**src/rtl/vec_pkg.sv**
```systemverilog
// Shared types and constants for the vector round engine: opcodes, FSM states
// and config register addresses.
package vec_pkg;

  typedef enum logic [2:0] {
    PASS = 3'd0,
    ROL  = 3'd1,
    ROR  = 3'd2,
    ADD  = 3'd3,
    SUB  = 3'd4,
    XOR  = 3'd5,
    RSV6 = 3'd6,
    RSV7 = 3'd7
  } op_e;

  typedef enum logic [1:0] {
    IDLE = 2'd0,
    RUN  = 2'd1,
    DONE = 2'd2
  } state_e;

  localparam int CFG_SHAMT = 0;
  localparam int CFG_XKEY  = 1;
  localparam int CFG_ADDC0 = 2;

  function automatic logic is_reserved(input op_e op);
    return (op == RSV6) || (op == RSV7);
  endfunction

endpackage

```
**src/rtl/vec_round_lane.sv**
```systemverilog
// One lane, one round: applies the selected operation to a single LANE_W-bit
// element. Disabled lanes and reserved opcodes pass the input through.
module vec_round_lane
  import vec_pkg::*;
#(
  parameter int LANE_W = 8
) (
  input  logic [LANE_W-1:0] din,
  input  op_e               op,
  input  logic              en,
  input  logic [LANE_W-1:0] shamt,
  input  logic [LANE_W-1:0] xkey,
  input  logic [LANE_W-1:0] addc,
  output logic [LANE_W-1:0] dout
);

  int unsigned sh;

  always_comb begin
    sh   = int'(shamt) % LANE_W;
    dout = din;
    if (en) begin
      case (op)
        // a shift by the full width yields zero, so sh == 0 rotates cleanly
        ROL:     dout = (din << sh) | (din >> (LANE_W - sh));
        ROR:     dout = (din >> sh) | (din << (LANE_W - sh));
        ADD:     dout = din + addc;
        SUB:     dout = din - addc;
        XOR:     dout = din ^ xkey;
        default: dout = din;
      endcase
    end
  end

endmodule

```
**src/rtl/vec_round_engine.sv**
```systemverilog
// Multi-round lane-wise vector execute stage with runtime-writable operand
// constants that are snapshotted per operation.
module vec_round_engine
  import vec_pkg::*;
#(
  parameter int                        LANES      = 8,
  parameter int                        LANE_W     = 8,
  parameter int                        RND_W      = 4,
  parameter logic [LANES*LANE_W-1:0]   ADD_INIT   = 64'hEE43_9ADB_03C9_F70D,
  parameter int                        SHAMT_INIT = 3,
  parameter logic [LANE_W-1:0]         XKEY_INIT  = 8'hAC,
  localparam int                       AW         = $clog2(LANES + 2),
  localparam int                       VW         = LANES * LANE_W
) (
  input  logic              clk,
  input  logic              rst,
  input  logic              in_valid,
  output logic              in_ready,
  input  logic [VW-1:0]     in_vec,
  input  logic [2:0]        in_op,
  input  logic [RND_W-1:0]  in_rounds,
  input  logic [LANES-1:0]  in_mask,
  output logic              out_valid,
  input  logic              out_ready,
  output logic [VW-1:0]     out_vec,
  output logic              out_err,
  input  logic              cfg_we,
  input  logic [AW-1:0]     cfg_addr,
  input  logic [LANE_W-1:0] cfg_wdata
);

  // Handshakes: a transfer happens on a rising edge where valid && ready.
  // in_ready is high only in IDLE; out_valid, once high, holds out_vec and
  // out_err stable until the edge where out_ready is also high.

  state_e             state;
  logic [VW-1:0]      work, next_work;
  logic [VW-1:0]      addc, sh_addc;
  logic [LANE_W-1:0]  shamt, xkey, sh_shamt, sh_xkey;
  op_e                op_q;
  logic [LANES-1:0]   mask_q;
  logic [RND_W-1:0]   cnt;
  int                 cfg_idx;

  assign cfg_idx = int'(cfg_addr);
  assign out_vec = work;

  always_ff @(posedge clk) begin
    if (rst) begin
      shamt <= LANE_W'(SHAMT_INIT);
      xkey  <= XKEY_INIT;
      addc  <= ADD_INIT;
    end else if (cfg_we) begin
      if (cfg_idx == CFG_SHAMT) shamt <= cfg_wdata;
      if (cfg_idx == CFG_XKEY)  xkey  <= cfg_wdata;
      for (int i = 0; i < LANES; i++)
        if (cfg_idx == CFG_ADDC0 + i) addc[i*LANE_W +: LANE_W] <= cfg_wdata;
    end
  end

  for (genvar g = 0; g < LANES; g++) begin : g_lane
    vec_round_lane #(.LANE_W(LANE_W)) u_lane (
      .din   (work[g*LANE_W +: LANE_W]),
      .op    (op_q),
      .en    (mask_q[g]),
      .shamt (sh_shamt),
      .xkey  (sh_xkey),
      .addc  (sh_addc[g*LANE_W +: LANE_W]),
      .dout  (next_work[g*LANE_W +: LANE_W])
    );
  end

  always_ff @(posedge clk) begin
    if (rst) begin
      state     <= IDLE;
      in_ready  <= 1'b1;
      out_valid <= 1'b0;
      out_err   <= 1'b0;
      work      <= '0;
      op_q      <= PASS;
      mask_q    <= '0;
      cnt       <= '0;
      sh_shamt  <= '0;
      sh_xkey   <= '0;
      sh_addc   <= '0;
    end else begin
      case (state)
        IDLE: begin
          if (in_valid) begin
            work     <= in_vec;
            op_q     <= op_e'(in_op);
            mask_q   <= in_mask;
            cnt      <= in_rounds;
            sh_shamt <= shamt;
            sh_xkey  <= xkey;
            sh_addc  <= addc;
            out_err  <= is_reserved(op_e'(in_op));
            in_ready <= 1'b0;
            state    <= (in_rounds == '0) ? DONE : RUN;
          end
        end
        RUN: begin
          work <= next_work;
          cnt  <= cnt - RND_W'(1);
          if (cnt == RND_W'(1)) state <= DONE;
        end
        DONE: begin
          // out_valid rises one cycle after entering DONE
          out_valid <= 1'b1;
          if (out_valid && out_ready) begin
            out_valid <= 1'b0;
            out_err   <= 1'b0;
            in_ready  <= 1'b1;
            state     <= IDLE;
          end
        end
        default: state <= IDLE;
      endcase
    end
  end

endmodule

```
**config.mk**
```make
export PLATFORM = sky130hd
export DESIGN_NAME = vec_round_engine
export DESIGN_NICKNAME = d
export VERILOG_FILES = /design/src/rtl/vec_pkg.sv /design/src/rtl/vec_round_lane.sv /design/src/rtl/vec_round_engine.sv
export SDC_FILE = /design/constraint.sdc
export NUM_CORES = 1
export LEC_CHECK = 0
export CORE_ASPECT_RATIO = 1.4
export CORE_MARGIN = 4
export CORE_UTILIZATION = 55
export CTS_BUF_LIST = sky130_fd_sc_hd__clkbuf_4 sky130_fd_sc_hd__clkbuf_8
export DETAILED_ROUTE_END_ITERATION = 6
export PLACE_DENSITY_LB_ADDON = 0.1
export SLEW_MARGIN = 15
export SYNTH_ARGS = -nofsm -noshare
export SYNTH_HDL_FRONTEND = slang
export SYNTH_SLANG_ARGS = --single-unit
```
**constraint.sdc**
```tcl
create_clock -name clk -period 4.1 [get_ports clk]
set_input_delay 0.82 -clock clk [delete_from_list [all_inputs] [get_ports clk]]
set_output_delay 0.82 -clock clk [all_outputs]
set_load 0.03 [all_outputs]
```
* After elaboration in Yosys (flattened, before gate mapping)
Index checks and enable logic that the tools add are counted.
W data, S select, Z words.
** Word-level totals
- Flip-flop bits (word level) :: 234
- Input port bits :: 96
** Operators by class
- Add/sub/neg operators :: 18
- Eq/ne operators :: 31
- Shift operators :: 32
- Multiplexer cells :: 32
- Bitwise logic cells :: 24
- Reduce and logical (&&, ||, !) cells :: 29
** Operators by type and width (number)
- $pmux W8 S5 :: 8
- $shl A8 B32 Y8 :: 8
- $shr A8 B32 Y8 :: 8
- $or A8 B8 Y8 :: 16
- $pmux W64 S2 :: 1
- $add A8 B8 Y8 :: 8
- $mux W64 :: 1
- $mux W8 :: 8
- $shl A8 B3 Y8 :: 8
- $shr A8 B3 Y8 :: 8
- $sub A8 B8 Y8 :: 8
- $xor A8 B8 Y8 :: 8
- $logic_not A32 Y1 :: 1
- $reduce_and A4 Y1 :: 8
- $eq A4 B4 Y1 const B :: 6
- $reduce_and A2 Y1 :: 12
- $ne A2 B2 Y1 const B :: 11
- $eq A3 B3 Y1 const B :: 4
- $eq A4 B3 Y1 const B :: 2
- $mux W2 :: 4
- $pmux W4 S2 :: 1
- $eq A3 B2 Y1 const B :: 2
- $ne A6 B1 Y1 const B :: 1
- $pmux W2 S3 :: 1
- other kinds (16) :: 23

* Longest topological paths before layout
- Depth in word-level cells :: 6
- Mapped depth :: 17
- Depth with buffers taken out :: 12

* By module
From an unflattened synthesis, not the netlist that was laid out.
** Second synthesis, totals
- Cell total of the unflattened synthesis :: 3249
- Area total of the unflattened synthesis :: 24679.9 µm²
** By module, submodules not included
- vec_round_engine :: instances 1, cells an instance 1152, area each 9753.1 µm²
- vec_round_lane at g_lane[3].u_lane ... :: instances 4, cells an instance 258, area each 1854.3 µm²
- vec_round_lane at g_lane[1].u_lane ... :: instances 2, cells an instance 267, area each 1873.0 µm²
- vec_round_lane at g_lane[7].u_lane :: instances 1, cells an instance 265, area each 1886.8 µm²
- vec_round_lane at g_lane[0].u_lane :: instances 1, cells an instance 266, area each 1876.8 µm²

* Worst setup path before layout
OpenSTA, ideal clock, no wires.
- Kind :: flip-flop to flip-flop
- From :: register op_q[2]
- To :: register work[55] (netlist: out_vec[55])
- Setup time :: 86 ps
- Arrival time :: 3294 ps
- Required time :: 4014 ps
- Path slack :: 721 ps
- Stages on the path, launching flop included :: 14
- Buffers on the path :: 4
- Period minus slack after synthesis :: 3379 ps
- Path through :: dfxtp_1 > buf_2 > nor3b_2 > buf_2 > buf_2 > buf_1 > mux2i_1 > ha_1 > nor2b_1 > o2111a_1 > nor3_1 > nor3_1 > or3b_2 > a211oi_1
** Between the ends
- Cells in the longest elaborated chain, start to end :: 4
- Elaborated cells between the ends (all ways) :: 10
- Classes of those cells :: eq/ne (6); mux (3); reduce/logical (1)
** Ends and longest elaborated chain
- from (decl) :: line vec_round_engine.sv:40 : op_e op_q;
- from (signal assigned) :: line vec_round_engine.sv:91 : op_q <= op_e'(in_op);
- $eq A3 B3 Y1, or another cell as far along :: line vec_round_lane.sv:23 : case (op)
- $pmux W8 S5 :: line vec_round_lane.sv:23
- $mux W8 :: line vec_round_lane.sv:22 : if (en) begin
- $pmux W64 S2 :: line vec_round_engine.sv:87 : case (state)
- to (signal assigned) :: line vec_round_engine.sv:90 : work <= in_vec;
- to (signal assigned) :: line vec_round_engine.sv:103 : work <= next_work;
- to (decl) :: line vec_round_engine.sv:37 : logic [VW-1:0] work, next_work;
Parallel ways exist; a longest one is shown, timed or not. The select of a mux whose other input is x is not followed.
A chain may end at the register's enable or synchronous reset.

* Final worst setup path
- From :: register sh_shamt[1]
- To :: register work[41] (netlist: out_vec[41])
** Between the ends
- Cells in the longest elaborated chain, start to end :: 6
- Elaborated cells between the ends (all ways) :: 10
- Classes of those cells :: add/sub (1); shift (4); mux (3); bitwise (2)
** Ends and longest elaborated chain
- from (decl) :: line vec_round_engine.sv:39 : logic [LANE_W-1:0] shamt, xkey, sh_shamt, sh_xkey;
- from (signal assigned) :: line vec_round_engine.sv:94 : sh_shamt <= shamt;
- $sub A4 B3 Y5 :: line vec_round_lane.sv:25, vec_round_lane.sv:26
- $shl A8 B32 Y8 or $shr A8 B32 Y8 (tied branches) :: line vec_round_lane.sv:26, vec_round_lane.sv:25
- $or A8 B8 Y8, on equally long branches :: line vec_round_lane.sv:26, vec_round_lane.sv:25
- $pmux W8 S5 * :: line vec_round_lane.sv:23
- $mux W8 * :: line vec_round_lane.sv:22
- $pmux W64 S2 * :: line vec_round_engine.sv:87
Mark *: on every way between the ends. The rest lies on a longest branch, timed or not. The select of a mux whose other input is x is not followed.

==> impl_metrics.json <==
{
  "synth_top_area_share": 0.212,
  "yosysTopAreaCell": "dfxtp_1",
  "worstMarginPinSlew_ns": 1.30,
  "ys_top_cells_by_area": "dfxtp_1 21%, mux2i_1 9.0%, mux4_2 8.7%",
  "p_sw_mw": 5.05,
  "worstReg2RegEnd": "out_vec[41]$_SDFFE_PP0P_",
  "syn_to_final_growth_pct": 12.0,
  "wirelength_um": 93600,
  "timing.final.hold_violations": 0,
  "grt_overflow": 0,
  "final.period_utilization": 0.859,
  "fmax_ghz": 0.284,
  "crit_top_cell": "buf_4",
  "grt_pass1_vias": 22700,
  "placed_area_um2": 23800,
  "io_buffers": 162,
  "drtIter0Drc": 3538,
  "rrSetupSlack_ns": 0.58,
  "ys_types": 89,
  "grt_pass1_wl_um": 140000,
  "dr.pass1.iters": 7,
  "avgSynthCellArea_um2": 7.83,
  "met1_length_um": 33500,
  "cp_max_fo": 36,
  "antenna_found_initial": 0,
  "drtAntennaViolNets": 0,
  "max_stage_delay_ns": 0.59,
  "combinationalPowerShare": 0.501,
  "worst_r2r_path_depth": 10,
  "synth_edf_count": 0,
  "io_pins": 163,
  "clkPwrFrac": 0.218,
  "postLayoutCellArea_um2": 24700,
  "clkLatencyLatePin_ns": 0.62,
  "crit_family": "buffers and inverters",
  "yosysSeqAreaShare": 0.212,
  "synthFlopType": "dfxtp_1",
  "ys.warnings.count": 0,
  "fin_setup_tns_ns": 0,
  "clk_pin_slew_ns": 0.06,
  "worstPathCellList": "inv_2, ha_4, buf_12, buf_4, mux4_2, nor2_1, nor3_1, a2111oi_0, buf_4, o31ai_1",
  "synthCells": 2820,
  "rsz0062_at_grt": "false",
  "clockBufferDepth": 3,
  "worst-path-buf-inv": 4,
  "internal-power_mw": 6.04,
  "cts_tree": "yes",
  "hold_class": "register to register",
  "wl_met2_um": 39300,
  "cts_buffers": 42,
  "finClkSkew_ns": 0.0399,
  "yosys_register_bits": 234,
  "yosysMostFrequentCell": "nand2_1",
  "worstHoldEndpoint": "sh_addc[44]$_SDFFE_PP0P_",
  "r2r-start": "sh_shamt[1]$_SDFFE_PP0P_",
  "fin_crit_ns": 3.52,
  "status": "complete, but fails checks",
  "die_h_um": 245,
  "core_um2": 39500,
  "layout-drive-gt1-share": 0.116,
  "swShare": 0.456,
  "nFillCells": 3637,
  "track_usage": 0.415,
  "ir_worst_vdd_mv": 0.305,
  "dr_wl_met3_um": 12000,
  "syn_nets": 2991,
  "vias": 23800,
  "drv_slew": 0,
  "viasPerCell": 7.06,
  "wl_per_cell_um": 27.7,
  "cts-resized-gates": 0,
  "min_from": "addc[44]$_SDFFE_PP1P_",
  "setup_viol": 0,
  "dpl.hpwl_um": 62900,
  "p_leak_nw": 8.88,
  "die_x_um": 177,
  "endpoint_kind": "register",
  "hold_depth": 2,
  "mappedNetlistArea_um2": 22100,
  "post_cts_buffers": 0,
  "cp-start-kind": "register",
  "clockRootBuffer": "clkbuf_8",
  "grt_max_degree": 98,
  "htree_levels": 2,
  "failed_checks": "DRC",
  "cts.sinks": 234,
  "slowest_stage": "ha_4",
  "rows": 86,
  "critical_path_class": "register to register",
  "maxSlewHeadroom": 0.135,
  "start_util": 0.559,
  "seqPwrFrac": 0.281,
  "cp_data_arrival_time_ns": 4.00,
  "gp_congestion": 1.01,
  "dr.max_layer_used": "met4",
  "crit_required_ns": 4.58,
  "drc_errors": 10,
  "holdBufCountCts": 0,
  "die_area_um2": 43500,
  "yosys-top-cells-count": "353 x nand2_1, 259 x nor2_1, 234 x dfxtp_1",
  "ys_async_sr_fraction": 0,
  "drv_cap": 0,
  "nets": 2987,
  "p_per_area_nw_per_um2": 448
}
## sequential cells by signal (all words and copies together) (netlist names), 3 cells and up
signal    count
addc         64
mask_q        8
out_vec      64
sh_addc      64
xkey          8
shamt         3
sh_shamt      3
cnt           4
sh_xkey       8
op_q          3
## worst max-delay path by stage
stage / startpoint / endpoint / cells after the start
global route: sh_shamt[1]$_SDFFE_PP0P_ / out_vec[20]$_SDFFE_PP0P_ / 10
floorplan: op_q[2]$_SDFFE_PP0P_ / out_vec[55]$_SDFFE_PP0P_ / 13
detailed placement: sh_shamt[1]$_SDFFE_PP0P_ / out_vec[41]$_SDFFE_PP0P_ / 10
CTS: sh_shamt[1]$_SDFFE_PP0P_ / out_vec[41]$_SDFFE_PP0P_ / 10
global placement: in_valid / out_vec[39]$_SDFFE_PP0P_ / 6
finish: sh_shamt[1]$_SDFFE_PP0P_ / out_vec[41]$_SDFFE_PP0P_ / 10
## stage by stage
step | utilization | hold WS (ns) | cells | power (mW) | setup slack [ns]
floorplan | - | 0.431 | 2820 | 6.75 | 0.721
global placement | 0.603 | 0.434 | 3300 | 8.37 | 0.810
detailed placement | 0.604 | 0.443 | 3300 | 8.46 | 0.774
CTS | 0.627 | 0.446 | 3376 | 10.9 | 0.710
global route | 0.627 | 0.459 | 3376 | 11.6 | 0.517
finish | 0.627 | 0.430 | 3377 | 11.1 | 0.579
## layout by cell type (no fill, tap or decap), types with 16 or more instances in the layout
| cell type | count |
|---|---|
| nand3_1 | 47 |
| buf_4 | 91 |
| a22oi_1 | 25 |
| clkbuf_8 | 54 |
| xnor2_1 | 96 |
| nor3_1 | 66 |
| o22ai_1 | 43 |
| a21oi_1 | 229 |
| a31oi_1 | 31 |
| nand2_1 | 352 |
| mux2i_1 | 199 |
| dfxtp_1 | 231 |
| a221oi_1 | 33 |
| mux4_2 | 85 |
| clkdlybuf4s50_1 | 161 |
| o31ai_1 | 17 |
| nor2b_1 | 16 |
| o21ai_1 | 29 |
| nor2_1 | 259 |
| ha_1 | 66 |
| o21ai_0 | 141 |
| xor2_1 | 40 |
| or3_1 | 25 |
| inv_1 | 54 |
| o221ai_1 | 33 |
| o211ai_1 | 17 |
| a211oi_1 | 57 |
| mux2_2 | 37 |
| nand2b_1 | 20 |
## metal layers
layer / up-vias / track usage
met4: 0 / 0.299
li1: 10300 / -
met3: 582 / 0.116
met2: 1802 / 0.613
met5: - / 0
met1: 11100 / 0.518
## final cells by class
| cell class | instances | area [um^2] | area share |
|---|---|---|---|
| Antenna cell | 1 | 2.50 | 0.000101 |
| Clock buffer | 67 | 841 | 0.0340 |
| Clock inverter | 9 | 65.1 | 0.00263 |
| Inverter | 57 | 215 | 0.00870 |
| Multi-Input combinational cell | 2224 | 15900 | 0.642 |
| Sequential cell | 234 | 4700 | 0.190 |
| Tap cell | 528 | 661 | 0.0267 |
| Timing Repair Buffer | 257 | 2390 | 0.0964 |
## cells by family after synthesis
group | after synthesis | share of synthesized area
buf+inv | 362 | 0.0740
compound gates | 820 | 0.243
simple gates | 866 | 0.173
fa+ha+maj | 75 | 0.0452
flops | 234 | 0.212
xor+xnor | 140 | 0.0558
mux | 323 | 0.197
## tightest hold or removal path: stages (launching register included)
cell and delay (ns):
dfxtp_1 0.31, nand2_1 0.05, a21oi_1 0.05
## power groups by stage
| stage | registers [mW] | clock network (mW) | logic (mW) |
|---|---|---|---|
| 4_1_cts | 3.07 | 2.43 | 5.37 |
| 2_1_floorplan | 2.86 | 0 | 3.89 |
| 3_5_place_dp | 3.12 | 0 | 5.34 |
| 6_report | 3.11 | 2.42 | 5.56 |
| 3_3_place_gp | 3.11 | 0 | 5.26 |
| 5_1_grt | 3.13 | 2.54 | 5.90 |
(Power assumes the default switching activity.)
